==> src/rtl/ofs_plat_ccip_rd_to_avmm_split_bridge.sv <==
// CCI-P-style read request channel to Avalon-MM read bridge. Buffers requests, splits them into
// aligned bursts under an outstanding-line credit budget and rebuilds per-line responses.
module ofs_plat_ccip_rd_to_avmm_split_bridge #(
  parameter int unsigned ADDR_WIDTH            = 42,
  parameter int unsigned DATA_WIDTH            = 512,
  parameter int unsigned MDATA_WIDTH           = 16,
  parameter int unsigned MAX_REQ_LINES         = 4,
  parameter int unsigned MAX_AVMM_BURST        = 2,
  parameter int unsigned IN_FIFO_DEPTH         = 8,
  parameter int unsigned ALMOST_FULL_THRESHOLD = 4,
  parameter int unsigned MAX_ACTIVE_LINES      = 64,
  localparam int unsigned LEN_W   = $clog2(MAX_REQ_LINES),
  localparam int unsigned BURST_W = $clog2(MAX_AVMM_BURST) + 1,
  localparam int unsigned ACT_W   = $clog2(MAX_ACTIVE_LINES + 1)
) (
  input  logic                   clk,
  input  logic                   reset,
  input  logic                   i_req_valid,
  input  logic [ADDR_WIDTH-1:0]  i_req_addr,
  input  logic [LEN_W-1:0]       i_req_len,
  input  logic [MDATA_WIDTH-1:0] i_req_mdata,
  output logic                   o_req_almost_full,
  output logic                   o_avmm_read,
  output logic [ADDR_WIDTH-1:0]  o_avmm_address,
  output logic [BURST_W-1:0]     o_avmm_burstcount,
  input  logic                   i_avmm_waitrequest,
  input  logic [DATA_WIDTH-1:0]  i_avmm_readdata,
  input  logic                   i_avmm_readdatavalid,
  output logic                   o_rsp_valid,
  output logic [DATA_WIDTH-1:0]  o_rsp_data,
  output logic [LEN_W-1:0]       o_rsp_cl_num,
  output logic [MDATA_WIDTH-1:0] o_rsp_mdata,
  output logic                   o_rsp_last,
  output logic [ACT_W-1:0]       o_active_lines,
  output logic                   o_err_overflow,
  output logic                   o_err_underflow
);

  localparam int unsigned LINES_W  = LEN_W + 1;
  localparam int unsigned BUF_PW   = (IN_FIFO_DEPTH > 1) ? $clog2(IN_FIFO_DEPTH) : 1;
  localparam int unsigned BUF_CW   = $clog2(IN_FIFO_DEPTH + 1);
  localparam int unsigned TRK_PW   = (MAX_ACTIVE_LINES > 1) ? $clog2(MAX_ACTIVE_LINES) : 1;
  localparam int unsigned AF_LEVEL = IN_FIFO_DEPTH - ALMOST_FULL_THRESHOLD;

  typedef enum logic [0:0] {StIdle, StIssue} state_t;

  // ---------------- request buffer ----------------
  logic [ADDR_WIDTH-1:0]  r_buf_addr  [IN_FIFO_DEPTH];
  logic [LEN_W-1:0]       r_buf_len   [IN_FIFO_DEPTH];
  logic [MDATA_WIDTH-1:0] r_buf_mdata [IN_FIFO_DEPTH];
  logic [BUF_PW-1:0]      r_buf_wr, r_buf_rd;
  logic [BUF_CW-1:0]      r_buf_cnt;
  logic                   r_almost_full, r_err_overflow;

  logic              w_buf_full, w_buf_enq, w_buf_pop;
  logic [BUF_PW-1:0] w_buf_wr_nxt, w_buf_rd_nxt;
  logic [BUF_CW-1:0] w_buf_cnt_d;

  assign w_buf_full   = (r_buf_cnt == BUF_CW'(IN_FIFO_DEPTH));
  assign w_buf_enq    = i_req_valid && !w_buf_full;
  assign w_buf_wr_nxt = (r_buf_wr == BUF_PW'(IN_FIFO_DEPTH - 1)) ? '0 : r_buf_wr + BUF_PW'(1);
  assign w_buf_rd_nxt = (r_buf_rd == BUF_PW'(IN_FIFO_DEPTH - 1)) ? '0 : r_buf_rd + BUF_PW'(1);
  assign w_buf_cnt_d  = r_buf_cnt + BUF_CW'(w_buf_enq) - BUF_CW'(w_buf_pop);

  always_ff @(posedge clk) begin
    if (w_buf_enq) begin
      r_buf_addr[r_buf_wr]  <= i_req_addr;
      r_buf_len[r_buf_wr]   <= i_req_len;
      r_buf_mdata[r_buf_wr] <= i_req_mdata;
    end
  end

  always_ff @(posedge clk) begin
    if (reset) begin
      r_buf_wr       <= '0;
      r_buf_rd       <= '0;
      r_buf_cnt      <= '0;
      r_almost_full  <= 1'b0;
      r_err_overflow <= 1'b0;
    end else begin
      if (w_buf_enq) r_buf_wr <= w_buf_wr_nxt;
      if (w_buf_pop) r_buf_rd <= w_buf_rd_nxt;
      r_buf_cnt     <= w_buf_cnt_d;
      r_almost_full <= (32'(w_buf_cnt_d) >= AF_LEVEL);
      if (i_req_valid && w_buf_full) r_err_overflow <= 1'b1;
    end
  end

  // ---------------- splitter ----------------
  state_t                 r_state;
  logic [ADDR_WIDTH-1:0]  r_cur_addr;
  logic [LINES_W-1:0]     r_lines_left;
  logic [LEN_W-1:0]       r_len;
  logic [MDATA_WIDTH-1:0] r_mdata;
  logic                   r_first;
  logic                   r_avmm_read;
  logic [ADDR_WIDTH-1:0]  r_avmm_address;
  logic [BURST_W-1:0]     r_avmm_burstcount;
  logic [ACT_W-1:0]       r_active;

  logic                   w_accept, w_rdv_ok, w_credit_ok;
  logic [LINES_W-1:0]     w_rem_lines;
  logic [ADDR_WIDTH-1:0]  w_rem_addr;
  state_t                 w_state_d;
  logic [ADDR_WIDTH-1:0]  w_ctx_addr;
  logic [LINES_W-1:0]     w_ctx_lines;
  logic [LEN_W-1:0]       w_ctx_len;
  logic [MDATA_WIDTH-1:0] w_ctx_mdata;
  logic                   w_ctx_first;
  logic [BURST_W-1:0]     w_nburst;
  logic [ACT_W-1:0]       w_act_inc, w_active_d;
  logic [ACT_W-1:0]       r_trk_cnt;

  assign w_accept    = r_avmm_read && !i_avmm_waitrequest;
  assign w_rem_lines = r_lines_left - LINES_W'(r_avmm_burstcount);
  assign w_rem_addr  = r_cur_addr + ADDR_WIDTH'(r_avmm_burstcount);

  // Context describes the command to present next cycle: rest of this request, or the next one.
  always_comb begin
    w_state_d   = r_state;
    w_ctx_addr  = r_cur_addr;
    w_ctx_lines = r_lines_left;
    w_ctx_len   = r_len;
    w_ctx_mdata = r_mdata;
    w_ctx_first = r_first;
    w_buf_pop   = 1'b0;
    if (w_accept) begin
      w_ctx_first = 1'b0;
      if (w_rem_lines != '0) begin
        w_ctx_addr  = w_rem_addr;
        w_ctx_lines = w_rem_lines;
      end else begin
        w_buf_pop = 1'b1;
        if (r_buf_cnt > BUF_CW'(1)) begin
          w_state_d   = StIssue;
          w_ctx_addr  = r_buf_addr[w_buf_rd_nxt];
          w_ctx_len   = r_buf_len[w_buf_rd_nxt];
          w_ctx_lines = LINES_W'(r_buf_len[w_buf_rd_nxt]) + LINES_W'(1);
          w_ctx_mdata = r_buf_mdata[w_buf_rd_nxt];
          w_ctx_first = 1'b1;
        end else begin
          w_state_d = StIdle;
        end
      end
    end else if (r_state == StIdle && r_buf_cnt != '0) begin
      w_state_d   = StIssue;
      w_ctx_addr  = r_buf_addr[r_buf_rd];
      w_ctx_len   = r_buf_len[r_buf_rd];
      w_ctx_lines = LINES_W'(r_buf_len[r_buf_rd]) + LINES_W'(1);
      w_ctx_mdata = r_buf_mdata[r_buf_rd];
      w_ctx_first = 1'b1;
    end
  end

  assign w_nburst = (w_ctx_lines > LINES_W'(MAX_AVMM_BURST)) ? BURST_W'(MAX_AVMM_BURST)
                                                             : BURST_W'(w_ctx_lines);
  assign w_rdv_ok    = i_avmm_readdatavalid && (r_trk_cnt != '0);
  assign w_act_inc   = w_accept ? ACT_W'(r_avmm_burstcount) : '0;
  assign w_active_d  = r_active + w_act_inc - ACT_W'(w_rdv_ok);
  assign w_credit_ok = (32'(w_active_d) + 32'(w_nburst)) <= MAX_ACTIVE_LINES;

  always_ff @(posedge clk) begin
    if (reset) begin
      r_state           <= StIdle;
      r_cur_addr        <= '0;
      r_lines_left      <= '0;
      r_len             <= '0;
      r_mdata           <= '0;
      r_first           <= 1'b0;
      r_avmm_read       <= 1'b0;
      r_avmm_address    <= '0;
      r_avmm_burstcount <= '0;
      r_active          <= '0;
    end else begin
      r_state      <= w_state_d;
      r_cur_addr   <= w_ctx_addr;
      r_lines_left <= w_ctx_lines;
      r_len        <= w_ctx_len;
      r_mdata      <= w_ctx_mdata;
      r_first      <= w_ctx_first;
      r_active     <= w_active_d;
      if (r_avmm_read && i_avmm_waitrequest) begin
        r_avmm_read <= 1'b1;
      end else if (w_state_d == StIssue && w_credit_ok) begin
        r_avmm_read       <= 1'b1;
        r_avmm_address    <= w_ctx_addr;
        r_avmm_burstcount <= w_nburst;
      end else begin
        r_avmm_read <= 1'b0;
      end
    end
  end

  // ---------------- tracker and response ----------------
  logic [LEN_W-1:0]       r_trk_len   [MAX_ACTIVE_LINES];
  logic [MDATA_WIDTH-1:0] r_trk_mdata [MAX_ACTIVE_LINES];
  logic [TRK_PW-1:0]      r_trk_wr, r_trk_rd;
  logic [LEN_W-1:0]       r_cl_cnt;
  logic                   r_rsp_valid, r_rsp_last, r_err_underflow;
  logic [DATA_WIDTH-1:0]  r_rsp_data;
  logic [LEN_W-1:0]       r_rsp_cl_num;
  logic [MDATA_WIDTH-1:0] r_rsp_mdata;

  logic w_trk_enq, w_trk_last, w_trk_pop;

  assign w_trk_enq  = w_accept && r_first;
  assign w_trk_last = (r_cl_cnt == r_trk_len[r_trk_rd]);
  assign w_trk_pop  = w_rdv_ok && w_trk_last;

  always_ff @(posedge clk) begin
    if (w_trk_enq) begin
      r_trk_len[r_trk_wr]   <= r_len;
      r_trk_mdata[r_trk_wr] <= r_mdata;
    end
  end

  always_ff @(posedge clk) begin
    if (reset) begin
      r_trk_wr        <= '0;
      r_trk_rd        <= '0;
      r_trk_cnt       <= '0;
      r_cl_cnt        <= '0;
      r_rsp_valid     <= 1'b0;
      r_rsp_data      <= '0;
      r_rsp_cl_num    <= '0;
      r_rsp_mdata     <= '0;
      r_rsp_last      <= 1'b0;
      r_err_underflow <= 1'b0;
    end else begin
      if (w_trk_enq) begin
        r_trk_wr <= (r_trk_wr == TRK_PW'(MAX_ACTIVE_LINES - 1)) ? '0 : r_trk_wr + TRK_PW'(1);
      end
      if (w_trk_pop) begin
        r_trk_rd <= (r_trk_rd == TRK_PW'(MAX_ACTIVE_LINES - 1)) ? '0 : r_trk_rd + TRK_PW'(1);
      end
      r_trk_cnt   <= r_trk_cnt + ACT_W'(w_trk_enq) - ACT_W'(w_trk_pop);
      r_rsp_valid <= w_rdv_ok;
      if (w_rdv_ok) begin
        r_rsp_data   <= i_avmm_readdata;
        r_rsp_cl_num <= r_cl_cnt;
        r_rsp_mdata  <= r_trk_mdata[r_trk_rd];
        r_rsp_last   <= w_trk_last;
        r_cl_cnt     <= w_trk_last ? '0 : r_cl_cnt + LEN_W'(1);
      end
      if (i_avmm_readdatavalid && r_trk_cnt == '0) r_err_underflow <= 1'b1;
    end
  end

  assign o_req_almost_full = r_almost_full;
  assign o_avmm_read       = r_avmm_read;
  assign o_avmm_address    = r_avmm_address;
  assign o_avmm_burstcount = r_avmm_burstcount;
  assign o_rsp_valid       = r_rsp_valid;
  assign o_rsp_data        = r_rsp_data;
  assign o_rsp_cl_num      = r_rsp_cl_num;
  assign o_rsp_mdata       = r_rsp_mdata;
  assign o_rsp_last        = r_rsp_last;
  assign o_active_lines    = r_active;
  assign o_err_overflow    = r_err_overflow;
  assign o_err_underflow   = r_err_underflow;

endmodule
==> config.mk <==
export PLATFORM = sky130hd
export DESIGN_NAME = ofs_plat_ccip_rd_to_avmm_split_bridge
export DESIGN_NICKNAME = d
export VERILOG_FILES = /design/src/rtl/ofs_plat_ccip_rd_to_avmm_split_bridge.sv
export SDC_FILE = /design/constraint.sdc
export NUM_CORES = 2
export LEC_CHECK = 0
export CORE_AREA = 10 10 446 448
export CTS_CLUSTER_SIZE = 14
export DETAILED_ROUTE_END_ITERATION = 8
export DIE_AREA = 0 0 456 458
export PLACE_DENSITY = 0.71
export SETUP_SLACK_MARGIN = 0.3
export SYNTH_ARGS = -nofsm -noshare
export SYNTH_HDL_FRONTEND = slang
export SYNTH_SLANG_ARGS = --single-unit
export TNS_END_PERCENT = 20
==> constraint.sdc <==
create_clock -name clk -period 9.7 [get_ports clk]
set_input_delay 1.94 -clock clk [delete_from_list [all_inputs] [get_ports clk]]
set_output_delay 1.94 -clock clk [all_outputs]
set_load 0.01 [all_outputs]
# ---- After elaboration in Yosys (flattened, before gate mapping)
# Memory sizes are Yosys's and may differ from the RTL's. A register that Yosys moved wholly into a read port is not among the register bits.
# Index checks and enable logic that the tools add are counted.
dict set report classes {
  n_mux 46
  magnitude_cmp 4
  reduce_logical 19
  n_addsub 16
  eq_ne 8
  bitwise_logic 2
}
# cell count
set ops {}
lappend ops {{$mux 42} 4}
lappend ops {{$mux 16} 4}
lappend ops {{$add 42x2->42} 1}
lappend ops {{$mux 3} 12}
lappend ops {{$mux 6} 4}
lappend ops {{$mux 1} 15}
lappend ops {{$mux 2} 7}
lappend ops {{$sub 7x1->7} 2}
lappend ops {{$add 6x1->6 const B} 2}
lappend ops {{$eq 6x6->1 const B} 2}
lappend ops {{$logic_and 1x1->1} 10}
lappend ops {{$add 7x2->8} 1}
lappend ops {{$le 8x7->1 const B} 1}
lappend ops {{$add 7x1->7} 1}
lappend ops {{$add 7x2->7} 1}
lappend ops {{$logic_not 7->1} 1}
lappend ops {{$reduce_bool 7->1} 1}
lappend ops {{$add 2x1->3 const B} 2}
lappend ops {{$add 3x1->3 const B} 2}
lappend ops {{$eq 3x3->1 const B} 2}
lappend ops {{$add 4x1->4} 1}
lappend ops {{$eq 4x4->1 const B} 1}
lappend ops {{$ge 4x3->1 const B} 1}
lappend ops {{$gt 4x1->1 const B} 1}
lappend ops {{other kinds (14)} 16}
dict set report word_totals {
  output_inout_bits 587
  ff_bits 667
  ramBits 1632
  n_memories 5
}
# memory words word_bits rd rd_ports_with_merged_regs write_ports line
set memory_table {}
lappend memory_table {r_trk_mdata 64 16 1 1 1 196} ;# logic [MDATA_WIDTH-1:0] r_trk_mdata [MAX_ACTIVE_LINES];
lappend memory_table {r_buf_addr 8 42 2 1 1 48} ;# logic [ADDR_WIDTH-1:0] r_buf_addr [IN_FIFO_DEPTH];
lappend memory_table {r_buf_mdata 8 16 2 1 1 50} ;# logic [MDATA_WIDTH-1:0] r_buf_mdata [IN_FIFO_DEPTH];
lappend memory_table {r_trk_len 64 2 1 1 1 195} ;# logic [LEN_W-1:0] r_trk_len [MAX_ACTIVE_LINES];
lappend memory_table {r_buf_len 8 2 2 1 1 49} ;# logic [LEN_W-1:0] r_buf_len [IN_FIFO_DEPTH];

# ---- Depth between registers and ports, before layout
# An unclocked memory read counts as a cell.
dict set report depth {
  word_depth 14
  mapped_depth 26
  depth_no_buf 22
}

# ---- Least setup slack after synthesis
# Ideal clock, no wire load.
dict set report synth_path {
  path_type {in2reg}
  from {input port i_req_valid}
  to {memory r_buf_addr[0][0] (enable)}
  setup_ps 627
  arrival_ps 7840
  stages 2
  slack_ps 1234
  path_cell_list {nand2_1 > nor4_1}
}
dict set report synth_between {
  elab_chain_cells 3
}
# item line
set synth_rtl {}
lappend synth_rtl {{start, declared} 18} ;# input logic i_req_valid,
lappend synth_rtl {{$logic_and 1x1->1} 60} ;# assign w_buf_enq = i_req_valid && !w_buf_full;
lappend synth_rtl {{$mux 1} 66} ;# if (w_buf_enq) begin
lappend synth_rtl {{$mux 1 (not written as such)} 67} ;# r_buf_addr[r_buf_wr] <= i_req_addr;
lappend synth_rtl {{end, declared} 48}
# Every way passes these cells.

# ---- Worst setup path after layout
dict set report layout_path {
  from {register r_buf_rd[0]}
  to {register r_avmm_address[33] (netlist: o_avmm_address[33])}
}
dict set report layout_between {
  elab_chain_cells 13
}
# item line
set layout_rtl {}
lappend layout_rtl {{start, declared} 51} ;# logic [BUF_PW-1:0] r_buf_wr, r_buf_rd;
lappend layout_rtl {{start signal, assigned} 82} ;# if (w_buf_pop) r_buf_rd <= w_buf_rd_nxt;
lappend layout_rtl {{$add 3x1->3 / $eq 3x3->1 (equally long branches)} 62} ;# assign w_buf_rd_nxt = (r_buf_rd == BUF_PW'(IN_FIFO_DEPTH - 1)) ? '0 : r_buf_rd + BUF_PW'(1);
lappend layout_rtl {{$mux 3 *} 62}
lappend layout_rtl {{$mem_v2 8x2 *} --}
lappend layout_rtl {{$add 2x1->3 *} 138} ;# w_ctx_lines = LINES_W'(r_buf_len[w_buf_rd_nxt]) + LINES_W'(1);
lappend layout_rtl {{$mux 3 *} 134} ;# if (r_buf_cnt > BUF_CW'(1)) begin
lappend layout_rtl {{$mux 3 *} 129} ;# if (w_rem_lines != '0) begin
lappend layout_rtl {{$mux 3 *} 127} ;# if (w_accept) begin
lappend layout_rtl {{$gt 3x2->1} 155} ;# assign w_nburst = (w_ctx_lines > LINES_W'(MAX_AVMM_BURST)) ? BURST_W'(MAX_AVMM_BURST)
lappend layout_rtl {{$mux 2 *} 155}
lappend layout_rtl {{net w_nburst[1]} 110} ;# logic [BURST_W-1:0] w_nburst;
lappend layout_rtl {{$add 7x2->8 *} 160} ;# assign w_credit_ok = (32'(w_active_d) + 32'(w_nburst)) <= MAX_ACTIVE_LINES;
lappend layout_rtl {{$le 8x7->1 *} 160}
lappend layout_rtl {{$logic_and 1x1->1 *} 184} ;# end else if (w_state_d == StIssue && w_credit_ok) begin
lappend layout_rtl {{$reduce_and 2->1 (no source line) *} --}
lappend layout_rtl {{end signal, assigned} 186} ;# r_avmm_address <= w_ctx_addr;
lappend layout_rtl {{end, declared} 97} ;# logic [ADDR_WIDTH-1:0] r_avmm_address;
# The timed path passes the listed nets; every way through them passes the cells marked *.
# A chain may end at the register's enable or synchronous reset.

==> run_results.csv <==
group,metric,value,unit
timing,clock.fmax,132,MHz
timing,maxSlewViolCount,0,
cts,cts_tree,"done",
place,place_area,0.107,mm2
cts,cts_setup_buffers,0,
die,io_pins,1164,
cells_and_area,synthToLayoutAreaGrowth,24.5,%
place,dpl.hpwl,311,mm
cts,root_buffer,"clkbuf_16",
drt,drt_iter0_markers,9362,
timing,worst_slew_pin_slew,1.33,ns
synth,avgSynthCellArea,14.5,um2
setup_path,crit_path_start_kind,"flip-flop",
synth,yosysUniqueCellTypes,78,
die,coreArea,0.190,mm2
cts,numCtsBuffers,230,
pwr,vdd_drop_max,315,uV
setup_path,path_class,"flip-flop to flip-flop",
cts,clk_pin_slew,0.06,ns
cells_and_area,fin_area,0.115,mm2
synth,yosys_most_used_dff,"edfxtp_1",
global_route,grt_pass1_wl,555,mm
hold_path,hp-class,"flip-flop to flip-flop",
setup_path,critPathLaunch,"r_buf_rd[0]",
synth,yosysSeqAreaShare,68.1,%
setup_path,path_max_fanout,75,
drt,post_drt_via_cell_ratio,6.29,
timing,finalCritPeriodShare,78.0,%
die,die_h,458,um
drt,antenna_left,0,
global_route,grt-ovfl-total,0,
timing,min_period,7.57,ns
setup_path,crit-reg2reg-launch,"r_buf_rd[0]",
cts,postCtsHoldBufs,0,
cells_and_area,nets,8079,
synth,syn_area,0.0923,mm2
die,dieArea,0.209,mm2
timing,grt_setup_unrepaired,"false",
hold_path,hp-start,"o_rsp_data[100]",
die,initial_core_util,48.7,%
run_status,outcome,"complete, no violations",
synth,yosys_warnings,0,
timing,finalSetupViolations,0,
setup_path,worstPathRequired,10.46,ns
die,fp.dieW,456,um
place,dp_slack,1.83,ns
timing,finalHoldViolations,0,
setup_path,arrival,8.33,ns
global_route,first_global_vias,61300,
global_route,grt_max_degree,204,
synth,syn-num-nets,6969,
synth,async_flop_share,0,%
cts,insertion_delay,0.93,ns
timing,fin_skew,0.0846,ns
cells_and_area,drive_gt1_share,14.7,%
run,max_cap_viol_count,0,
cells_and_area,final.fill_count,14200,
drt,vias,64400,
global_route,antenna_found_initial,144,
pwr,p_per_area,268,mW/mm2
timing,post-route-worst-setup-slack,2.13,ns
cells_and_area,final_cell_mix,"edfxtp_1, nand2_1, clkdlybuf4s50_1",
cts,ctsResizeCount,0,
cts,h-tree-depth,4,
place,numPortBuffers,1163,
setup_path,setup.worst_path.end_class,"flip-flop",
drt,drt-total-wl,422,mm
die,rows,160,
pwr,p_leak,37.7,nW
synth,synth_edf_count,1632,
setup_path,rrSetupSlack,2.13,ns
cts,clockBufferDepth,3,
cells_and_area,final_common_cell,"edfxtp_1",
timing,relSlewSlack,11.1,%
cts,numClockSinks,2324,
timing,tns,0,ns
synth,postSynthRegisterBits,2324,
drt,wl_per_cell,41.2,um
drt,drc_errors,0,
place,globalplace.congestion,1.20,
synth,netlist_instances,6350,
global_route,grtUsageTotal,39.2,%
drt,first_pass_iters,6,
==> flip-flops by register name, indices dropped and copies added (netlist names), 3 cells and up, named ones only <==
signal,count
r_trk_mdata,1024
o_rsp_data,512
r_buf_addr,336
r_buf_mdata,128
r_trk_len,128
o_avmm_address,42
r_cur_addr,42
o_rsp_mdata,16
r_buf_len,16
r_mdata,16
o_active_lines,7
r_trk_cnt,7
r_trk_rd,6
r_trk_wr,6
r_buf_cnt,4
r_buf_rd,3
r_buf_wr,3
r_lines_left,3
==> worst max-delay path: stages, from the launching register on <==
cell and delay (ns):
dfxtp_4 0.62, ha_1 0.28, ha_4 0.19, nand2b_4 0.81, mux4_2 0.66, inv_1 0.09, ha_1 0.22, mux2i_1 0.16
o211ai_1 0.11, o21ai_0 0.17, o21ai_0 0.39, nor2b_1 0.32, ha_1 0.21, inv_1 0.06, fa_1 0.43, nor3_1 0.20
a21oi_1 0.06, a2111oi_0 0.50, o311ai_0 0.27, a21oi_4 0.89, buf_4 0.43, nor3b_1 0.09, a21o_1 0.18
==> through the flow <==
stage	cells	power (mW)	hold WS, ns	utilization (%)
floorplan	6350	17.1	0.454	-
global placement	9739	21.1	0.441	56.2
detailed placement	9739	21.2	0.446	56.2
CTS	10200	30.6	0.449	60.5
global route	10200	31.7	0.468	60.6
finish	10200	30.7	0.452	60.6
==> power breakdown <==
| group | switching, mW | total [mW] | internal, mW |
|---|---|---|---|
| registers | 1.19 | 13.2 | 12.0 |
| logic | 5.17 | 8.06 | 2.89 |
| clock network | 4.07 | 9.49 | 5.42 |
| total | 10.4 | 30.7 | 20.3 |
==> cell usage after synthesis (30+ instances only) <==
cell | number | share of area [%]
edfxtp_1 | 1632 | 53
nand2_1 | 1296 | 5.3
dfxtp_1 | 692 | 15
a21oi_1 | 644 | 3.5
mux4_2 | 515 | 13
clkbuf_1 | 324 | 1.3
nor2_1 | 225 | 0.92
mux2i_1 | 157 | 1.7
a211oi_1 | 74 | 0.60
o21ai_0 | 66 | 0.36
buf_2 | 58 | 0.31
nand3_1 | 57 | 0.31
inv_1 | 47 | 0.19
o22ai_1 | 39 | 0.26
buf_1 | 36 | 0.15
ha_1 | 36 | 0.49
a21o_1 | 34 | 0.28
a311oi_1 | 33 | 0.31
o211ai_1 | 33 | 0.27
nor3_1 | 30 | 0.16
==> layout make-up <==
type	instances	area, um2	area share (%)
Sequential cell	2324	62900	54.8
Multi-Input combinational cell	3545	27500	24.0
Timing Repair Buffer	1311	12800	11.2
Clock buffer	294	6160	5.36
Tap cell	2511	3140	2.74
Clock inverter	146	1930	1.68
Inverter	48	188	0.163
Antenna cell	60	150	0.131
==> cell families (layout without fill, tap and decap cells) <==
family / count (synthesis) / in the layout / synth area share [%]
xor gates and xnor gates: 33 / 33 / 0.313
and+or+nand+nor: 1742 / 1742 / 7.65
AOI/OAI and AO/OA: 1028 / 1028 / 6.51
buffers and inverters: 481 / 1799 / 2.15
other: 0 / 60 / 0
adders and majority gates: 42 / 42 / 0.618
muxes: 700 / 700 / 14.6
DFF: 2324 / 2324 / 68.1
==> metal layers <==
| metal | track usage (%) | routed length [um] | up-vias |
|---|---|---|---|
| li1 | - | - | 26200 |
| met1 | 46.1 | 145000 | 33000 |
| met2 | 62.6 | 198000 | 4231 |
| met3 | 10.8 | 42200 | 910 |
| met4 | 27.3 | 36100 | 28 |
| met5 | 0 | 198 | - |
==> final timing paths <==
| kind | to | cells after the start |
|---|---|---|
| max reg2reg | o_avmm_address[33] | 22 |
| min | o_rsp_data[100] | 2 |
| max | o_avmm_address[33] | 22 |
| min reg2reg | o_rsp_data[100] | 2 |
Note: power is estimated with default switching activity, not from simulation.
